$ cat src/rtl/spi_dac_pkg.sv
// Shared types and idle levels for the multi-lane SPI DAC engine.
// Optional feature macro: SPI_DAC_ARRAY_READBACK_EN (per-lane Miso capture).
package spi_dac_pkg;
  typedef enum logic [2:0] {IDLE, CS_SETUP, SHIFT, CS_HOLD, DONE} state_t;

  localparam logic SCK_IDLE  = 1'b1;
  localparam logic MOSI_IDLE = 1'b1;
  localparam logic NCS_IDLE  = 1'b1;

  // Counter width able to hold 0..n-1, never narrower than one bit.
  function automatic int cntW(int n);
    return (n > 1) ? $clog2(n) : 1;
  endfunction
endpackage

$ cat src/rtl/spi_dac_array_if.sv
// Register-space and DAC-pin bundle for spi_dac_array.
interface spi_dac_array_if
  import spi_dac_pkg::*;
#(
  parameter int NUM_CH = 6,
  parameter int WORD_W = 32,
  parameter int CS_W   = 4
);
  localparam int CSEL_W = cntW(CS_W);

  logic                     WriteDac;
  logic [NUM_CH-1:0]        ChMask;
  logic [CSEL_W-1:0]        CsSel;
  logic [NUM_CH*WORD_W-1:0] DataToMosi;
  logic [NUM_CH-1:0]        Miso;
  logic [NUM_CH-1:0]        Sck;
  logic [NUM_CH-1:0]        Mosi;
  logic [NUM_CH*CS_W-1:0]   nCs;
  logic                     Busy;
  logic                     XferComplete;
  logic [NUM_CH*WORD_W-1:0] DataFromMiso;

  modport slave (
    input  WriteDac, ChMask, CsSel, DataToMosi, Miso,
    output Sck, Mosi, nCs, Busy, XferComplete, DataFromMiso
  );
  modport master (
    output WriteDac, ChMask, CsSel, DataToMosi, Miso,
    input  Sck, Mosi, nCs, Busy, XferComplete, DataFromMiso
  );
endinterface

$ cat src/rtl/spi_dac_lane.sv
// One SPI DAC lane: tx shifter, optional rx capture, pin gating by lane mask.
// SPI_DAC_ARRAY_READBACK_EN enables the rx shifter; otherwise readback is all-ones.
module spi_dac_lane
  import spi_dac_pkg::*;
#(
  parameter int WORD_W = 32,
  parameter int CS_W   = 4,
  parameter int CSEL_W = 2
) (
  input  logic              clk,
  input  logic              rst,
  input  logic              load,
  input  logic              shift,
  input  logic              sample,
  input  logic              done,
  input  logic              csActive,
  input  logic              sckShared,
  input  logic              en,
  input  logic [CSEL_W-1:0] csSel,
  input  logic [WORD_W-1:0] txData,
  input  logic              miso,
  output logic              sck,
  output logic              mosi,
  output logic [CS_W-1:0]   nCs,
  output logic [WORD_W-1:0] dataOut
);
  logic [WORD_W-1:0] txSr;
  logic              active;

  always_ff @(posedge clk or posedge rst) begin
    if (rst)        txSr <= '0;
    else if (load)  txSr <= txData;
    else if (shift) txSr <= txSr << 1;
  end

  assign active = csActive & en;
  assign sck    = en ? sckShared : SCK_IDLE;
  assign mosi   = active ? txSr[WORD_W-1] : MOSI_IDLE;

  // Out-of-range select matches no line, so the frame runs with no chip selected.
  always_comb begin
    nCs = {CS_W{NCS_IDLE}};
    for (int j = 0; j < CS_W; j++)
      if (active && (int'(csSel) == j)) nCs[j] = ~NCS_IDLE;
  end

`ifdef SPI_DAC_ARRAY_READBACK_EN
  logic [WORD_W-1:0] rxSr, rxQ;

  always_ff @(posedge clk or posedge rst) begin
    if (rst) begin
      rxSr <= '0;
      rxQ  <= '0;
    end else begin
      if (sample)     rxSr <= {rxSr[WORD_W-2:0], miso};
      if (done && en) rxQ  <= rxSr;
    end
  end

  assign dataOut = rxQ;
`else
  logic unusedRx;
  assign unusedRx = ^{miso, sample, done};
  assign dataOut  = '1;
`endif
endmodule

$ cat src/rtl/spi_dac_array.sv
// Shared SPI sequencer driving NUM_CH lockstep DAC lanes (CPOL=1, MSB first).
// SPI_DAC_ARRAY_READBACK_EN enables per-lane Miso readback into DataFromMiso.
module spi_dac_array #(
  parameter int NUM_CH   = 6,
  parameter int WORD_W   = 32,
  parameter int CS_W     = 4,
  parameter int CLK_DIV  = 4,
  parameter int CS_SETUP = 2,
  parameter int CS_HOLD  = 2
) (
  input  logic          clk,
  input  logic          rst,
  spi_dac_array_if.slave bus
);
  import spi_dac_pkg::*;

  localparam int CSEL_W = cntW(CS_W);
  localparam int DIV_W  = cntW(CLK_DIV);
  localparam int BIT_W  = cntW(WORD_W);
  localparam int PH_W   = cntW((CS_SETUP > CS_HOLD) ? CS_SETUP : CS_HOLD);

  state_t            state, stateNx;
  logic [DIV_W-1:0]  divCnt, divNx;
  logic              half, halfNx;   // 0: Sck-low half, 1: Sck-high half
  logic [BIT_W-1:0]  bitCnt, bitNx;
  logic [PH_W-1:0]   phCnt, phNx;
  logic [NUM_CH-1:0] maskQ;
  logic [CSEL_W-1:0] csSelQ;
  logic              start, divEnd, load, shift, sample, csActive, sckShared, done;

  always_ff @(posedge clk or posedge rst) begin
    if (rst) begin
      state  <= IDLE;
      divCnt <= '0;
      half   <= 1'b0;
      bitCnt <= '0;
      phCnt  <= '0;
      maskQ  <= '0;
      csSelQ <= '0;
    end else begin
      state  <= stateNx;
      divCnt <= divNx;
      half   <= halfNx;
      bitCnt <= bitNx;
      phCnt  <= phNx;
      if (start) begin
        maskQ  <= bus.ChMask;
        csSelQ <= bus.CsSel;
      end
    end
  end

  assign start  = (state == IDLE) && bus.WriteDac;
  assign divEnd = (divCnt == DIV_W'(CLK_DIV - 1));

  // CS_SETUP/CS_HOLD are also timing parameters here, so those states are package-qualified.
  always_comb begin
    stateNx = state;
    divNx   = divCnt;
    halfNx  = half;
    bitNx   = bitCnt;
    phNx    = phCnt;
    case (state)
      IDLE: if (bus.WriteDac) begin
        stateNx = spi_dac_pkg::CS_SETUP;
        phNx    = '0;
      end
      spi_dac_pkg::CS_SETUP: begin
        if (phCnt == PH_W'(CS_SETUP - 1)) begin
          stateNx = SHIFT;
          divNx   = '0;
          halfNx  = 1'b0;
          bitNx   = BIT_W'(WORD_W - 1);
        end else phNx = phCnt + 1'b1;
      end
      SHIFT: begin
        if (divEnd) begin
          divNx  = '0;
          halfNx = ~half;
          if (half) begin
            if (bitCnt == '0) begin
              stateNx = spi_dac_pkg::CS_HOLD;
              phNx    = '0;
            end else bitNx = bitCnt - 1'b1;
          end
        end else divNx = divCnt + 1'b1;
      end
      spi_dac_pkg::CS_HOLD: begin
        if (phCnt == PH_W'(CS_HOLD - 1)) stateNx = DONE;
        else                              phNx    = phCnt + 1'b1;
      end
      DONE:    stateNx = IDLE;
      default: stateNx = IDLE;
    endcase
  end

  // Bit WORD_W-1 is presented during setup, so the first falling edge does not shift.
  assign load      = start;
  assign shift     = (state == SHIFT) && half && divEnd && (bitCnt != '0);
  assign sample    = (state == SHIFT) && !half && divEnd;
  assign done      = (state == DONE);
  assign csActive  = (state == spi_dac_pkg::CS_SETUP) || (state == SHIFT) ||
                     (state == spi_dac_pkg::CS_HOLD);
  assign sckShared = !((state == SHIFT) && !half);

  logic [NUM_CH-1:0]             sck, mosi;
  logic [NUM_CH-1:0][CS_W-1:0]   nCs;
  logic [NUM_CH-1:0][WORD_W-1:0] rdData;

  for (genvar i = 0; i < NUM_CH; i++) begin : gLane
    spi_dac_lane #(.WORD_W(WORD_W), .CS_W(CS_W), .CSEL_W(CSEL_W)) uLane (
      .clk      (clk),
      .rst      (rst),
      .load     (load),
      .shift    (shift),
      .sample   (sample),
      .done     (done),
      .csActive (csActive),
      .sckShared(sckShared),
      .en       (maskQ[i]),
      .csSel    (csSelQ),
      .txData   (bus.DataToMosi[i*WORD_W +: WORD_W]),
      .miso     (bus.Miso[i]),
      .sck      (sck[i]),
      .mosi     (mosi[i]),
      .nCs      (nCs[i]),
      .dataOut  (rdData[i])
    );
  end

  assign bus.Sck          = sck;
  assign bus.Mosi         = mosi;
  assign bus.nCs          = nCs;
  assign bus.DataFromMiso = rdData;
  assign bus.Busy         = (state != IDLE);
  assign bus.XferComplete = done;
endmodule

$ cat src/flat_wrapper.sv
// flat-port wrapper written by rule: the top's interface ports become plain ports
module spi_dac_array_flat import spi_dac_pkg::*;
#(
  parameter int NUM_CH   = 6,
  parameter int WORD_W   = 32,
  parameter int CS_W     = 4,
  parameter int CLK_DIV  = 4,
  parameter int CS_SETUP = 2,
  parameter int CS_HOLD  = 2
)
  (clk, rst, bus_WriteDac, bus_ChMask, bus_CsSel, bus_DataToMosi, bus_Miso, bus_Sck, bus_Mosi, bus_nCs, bus_Busy, bus_XferComplete, bus_DataFromMiso);
  spi_dac_array_if #(.NUM_CH(NUM_CH), .WORD_W(WORD_W), .CS_W(CS_W)) bus_i ();
  input  logic clk;
  input  logic rst;
  input wire logic [$bits(bus_i.WriteDac)-1:0] bus_WriteDac;
  input wire logic [$bits(bus_i.ChMask)-1:0] bus_ChMask;
  input wire logic [$bits(bus_i.CsSel)-1:0] bus_CsSel;
  input wire logic [$bits(bus_i.DataToMosi)-1:0] bus_DataToMosi;
  input wire logic [$bits(bus_i.Miso)-1:0] bus_Miso;
  output wire logic [$bits(bus_i.Sck)-1:0] bus_Sck;
  output wire logic [$bits(bus_i.Mosi)-1:0] bus_Mosi;
  output wire logic [$bits(bus_i.nCs)-1:0] bus_nCs;
  output wire logic [$bits(bus_i.Busy)-1:0] bus_Busy;
  output wire logic [$bits(bus_i.XferComplete)-1:0] bus_XferComplete;
  output wire logic [$bits(bus_i.DataFromMiso)-1:0] bus_DataFromMiso;
  assign bus_i.WriteDac = bus_WriteDac;
  assign bus_i.ChMask = bus_ChMask;
  assign bus_i.CsSel = bus_CsSel;
  assign bus_i.DataToMosi = bus_DataToMosi;
  assign bus_i.Miso = bus_Miso;
  assign bus_Sck = bus_i.Sck;
  assign bus_Mosi = bus_i.Mosi;
  assign bus_nCs = bus_i.nCs;
  assign bus_Busy = bus_i.Busy;
  assign bus_XferComplete = bus_i.XferComplete;
  assign bus_DataFromMiso = bus_i.DataFromMiso;
  spi_dac_array #(.NUM_CH(NUM_CH), .WORD_W(WORD_W), .CS_W(CS_W), .CLK_DIV(CLK_DIV), .CS_SETUP(CS_SETUP), .CS_HOLD(CS_HOLD)) u_core (.clk(clk), .rst(rst), .bus(bus_i));
endmodule
$ cat config.mk
export PLATFORM = sky130hd
export DESIGN_NAME = spi_dac_array_flat
export DESIGN_NICKNAME = d
export VERILOG_FILES = /design/src/rtl/spi_dac_pkg.sv /design/src/rtl/spi_dac_array_if.sv /design/src/rtl/spi_dac_lane.sv /design/src/rtl/spi_dac_array.sv /design/src/flat_wrapper.sv
export SDC_FILE = /design/constraint.sdc
export NUM_CORES = 1
export LEC_CHECK = 0
export BUFFER_PORTS_ARGS = -buffer_cell sky130_fd_sc_hd__clkbuf_2
export CORE_AREA = 8 8 163 165
export DETAILED_ROUTE_END_ITERATION = 8
export DIE_AREA = 0 0 171 173
export PLACE_DENSITY_LB_ADDON = 0.2
export SLEW_MARGIN = 20
export SYNTH_ARGS = -nofsm -noshare
export SYNTH_HDL_FRONTEND = slang
export SYNTH_HIERARCHICAL = 1
export SYNTH_SLANG_ARGS = --single-unit
$ cat constraint.sdc
create_clock -name clk -period 2.6 [get_ports clk]
set_input_delay 0.52 -clock clk [delete_from_list [all_inputs] [get_ports clk]]
set_output_delay 0.52 -clock clk [all_outputs]
set_load 0.005 [all_outputs]
==> key figures <==
Worst hold path
  – Class of the tightest hold or removal check: input pin to asynchronous set/reset pin

STA
  – Fin crit period: 2.49 ns
  – Setup TNS Final: 0 ns
  – Worst Skew: 0.0134 ns
  – Slew HR: 33.9%
  – Slew @ Worst Pin: 0.992 ns
  – Final worst path period share: 95.9%
  – Final hold violation count: 0
  – # setup viols final: 0
  – RSZ-0062 raised after global routing: false
  – Final Max Tran Viols: 0
  – FMAX: 0.401 GHz

Worst setup path
  – Req. time, crit path: 2.08 ns
  – Setup Crit Path Kind: flip-flop to output port
  – Worst Path Max Fanout: 10
  – Setup crit end kind: output port
  – CP Launch Type: flip-flop
  – Worst Reg-to-Reg Cells: 6
  – Critical path data arrival time: 1.97 ns

Clock network
  – CTS tree: done
  – Max H-tree Level: 1
  – Cts hold-fix bufs: 0
  – Root Buffer Master: clkbuf_16
  – Total CTS buffers: 24
  – Num Clock Sinks: 212
  – Clock Pin Slew Worst Setup and Hold Paths: 0.06 ns
  – Clock Tree Buf Depth: 3
  – Clk_lat worst skew: 0.51 ns

Cells and area
  – Share of layout cells above drive strength 1: 24.6%
  – Filler cell count: 2234
  – Util after Layout: 55.4%
  – Most frequent cells in the layout: clkbuf_2 (240), dfrtp_1 (210), nand2_1 (204)
  – Area Growth Syn to Fin: 12.2%
  – Design area: 13300 um2
  – Most common library cell in the layout ignoring fill and taps: clkbuf_2
  – Total Nets Final: 1600

Job
  – Max-cap violations: 0

Synthesis
  – Cell area after synthesis: 11800 um2
  – Mean Syn Cell Area: 10.2 um2
  – Cell count after synthesis: 1164
  – Yosys warns: 6

Detailed routing
  – Initial DRC Count: 600
  – Post-Route WL: 27500 um
  – Pre-antenna DRT Iters: 4
  – Vias: 8110
  – Detailed-route vias per instance: 4.69
  – Final ANT Viol Nets: 0
  – Drt drc: 0
  – DR WL/cell: 15.9 um

GRT
  – Number of global-route vias before repair: 8568
  – Total GRT Usage: 17.9%
  – Initial antenna violation count: 2
  – First-pass GRT wire length: 43600 um
  – Grt total ovfl: 0
  – Pin count of the biggest net entering global routing: 72

Placed design
  – Port bufs: 240
  – GPL Wtd Cong: 0.770
  – Detailed placer's ending HPWL: 20500 um
  – Post-DP Area: 12400 um2

Floorplanning
  – Starting Density: 49.4%
  – DIE AREA: 29600 um2
  – Die span in x: 171 um
  – Core area: 24000 um2
  – IO Count: 439
  – Row count: 57
  – Die Y: 173 um

Outcome
  – Status: finished, final reports clean

Pwr
  – LEAKAGE: 5.92 nW
  – Max VDD drop: 438 uV
  – PD cells: 1050 nW/um2
## worst max-delay path, cell delays in order (launching register included)
cell and delay, ns:
dfrtp_1 0.37, buf_4 0.17, nor2_2 0.17, buf_6 0.15
buf_12 0.12, nand2_1 0.06, or3_1 0.30, clkbuf_2 0.12
## stage by stage
step | total power, mW | cells | hold slack (ns) | worst slack [ns]
floorplan | 9.16 | 1350 | 0.458 | 0.346
finish | 13.9 | 1730 | 0.0802 | 0.106
detailed placement | 10.3 | 1683 | 0.489 | 0.299
global route | 15.0 | 1730 | 0.0874 | 0.0129
CTS | 13.9 | 1725 | 0.0822 | 0.0154
global placement | 10.2 | 1683 | 0.483 | 0.328
## state kept, by name, indices dropped and copies added, names as in the netlist
register and count:
u_core/phCnt 1, u_core/gLane.uLane/txSr 192, u_core/half 1, u_core/csSelQ 2, u_core/bitCnt 5, u_core/divCnt 2, u_core/state 3, u_core/maskQ 6
## layout make-up
class / count / area [um2] / share of cell area, %
diodes: 1 / 2.50 / 0.0188
clock buffers: 34 / 709 / 5.34
clock inverters: 8 / 115 / 0.866
inverters: 10 / 37.5 / 0.283
multi-input cells: 865 / 5090 / 38.4
flip-flops and latches: 212 / 5310 / 40.0
well taps: 324 / 405 / 3.05
repair buffers: 276 / 1610 / 12.1
## routing by layer
layer / track usage (%) / routed length (um) / vias to the layer above
li1: - / - / 4003
met3: 2.53 / 1450 / 24
met5: 0 / 0 / -
met1: 22.3 / 11300 / 3808
met4: 3.77 / 397 / 0
met2: 32.1 / 14400 / 275
## repair_timing
action | 4_1_cts | 5_1_grt
gates resized for setup | 3 | 0
setup endpoints to repair | 1 | 1
buffers inserted | 0 | 4
pin swaps | 0 | 0
## final timing paths
kind	startpoint	to	slack (ns)
max	u_core/state[2]$_DFFE_PP0P_	bus_nCs[0]	0.11
min	rst	u_core/csSelQ[0]$_DFFE_PP0P_	0.08
max reg2reg	u_core/state[0]$_DFFE_PP0P_	u_core/gLane[0].uLane/txSr[22]$_DFFE_PP0P_	0.33
min reg2reg	u_core/divCnt[0]$_DFFE_PP0P_	u_core/divCnt[0]$_DFFE_PP0P_	0.50
max in group asynchronous	rst	u_core/state[0]$_DFFE_PP0P_	1.97
min in group clk	bus_DataToMosi[66]	u_core/gLane[2].uLane/txSr[2]$_DFFE_PP0P_	0.22
## power breakdown
part / internal [mW] / switching [mW] / leakage (nW)
sequential: 4.91 / 1.08 / 2.60
combinational: 2.04 / 2.37 / 2.91
clock: 2.19 / 1.31 / 0.411
(Power assumes the default switching activity.)
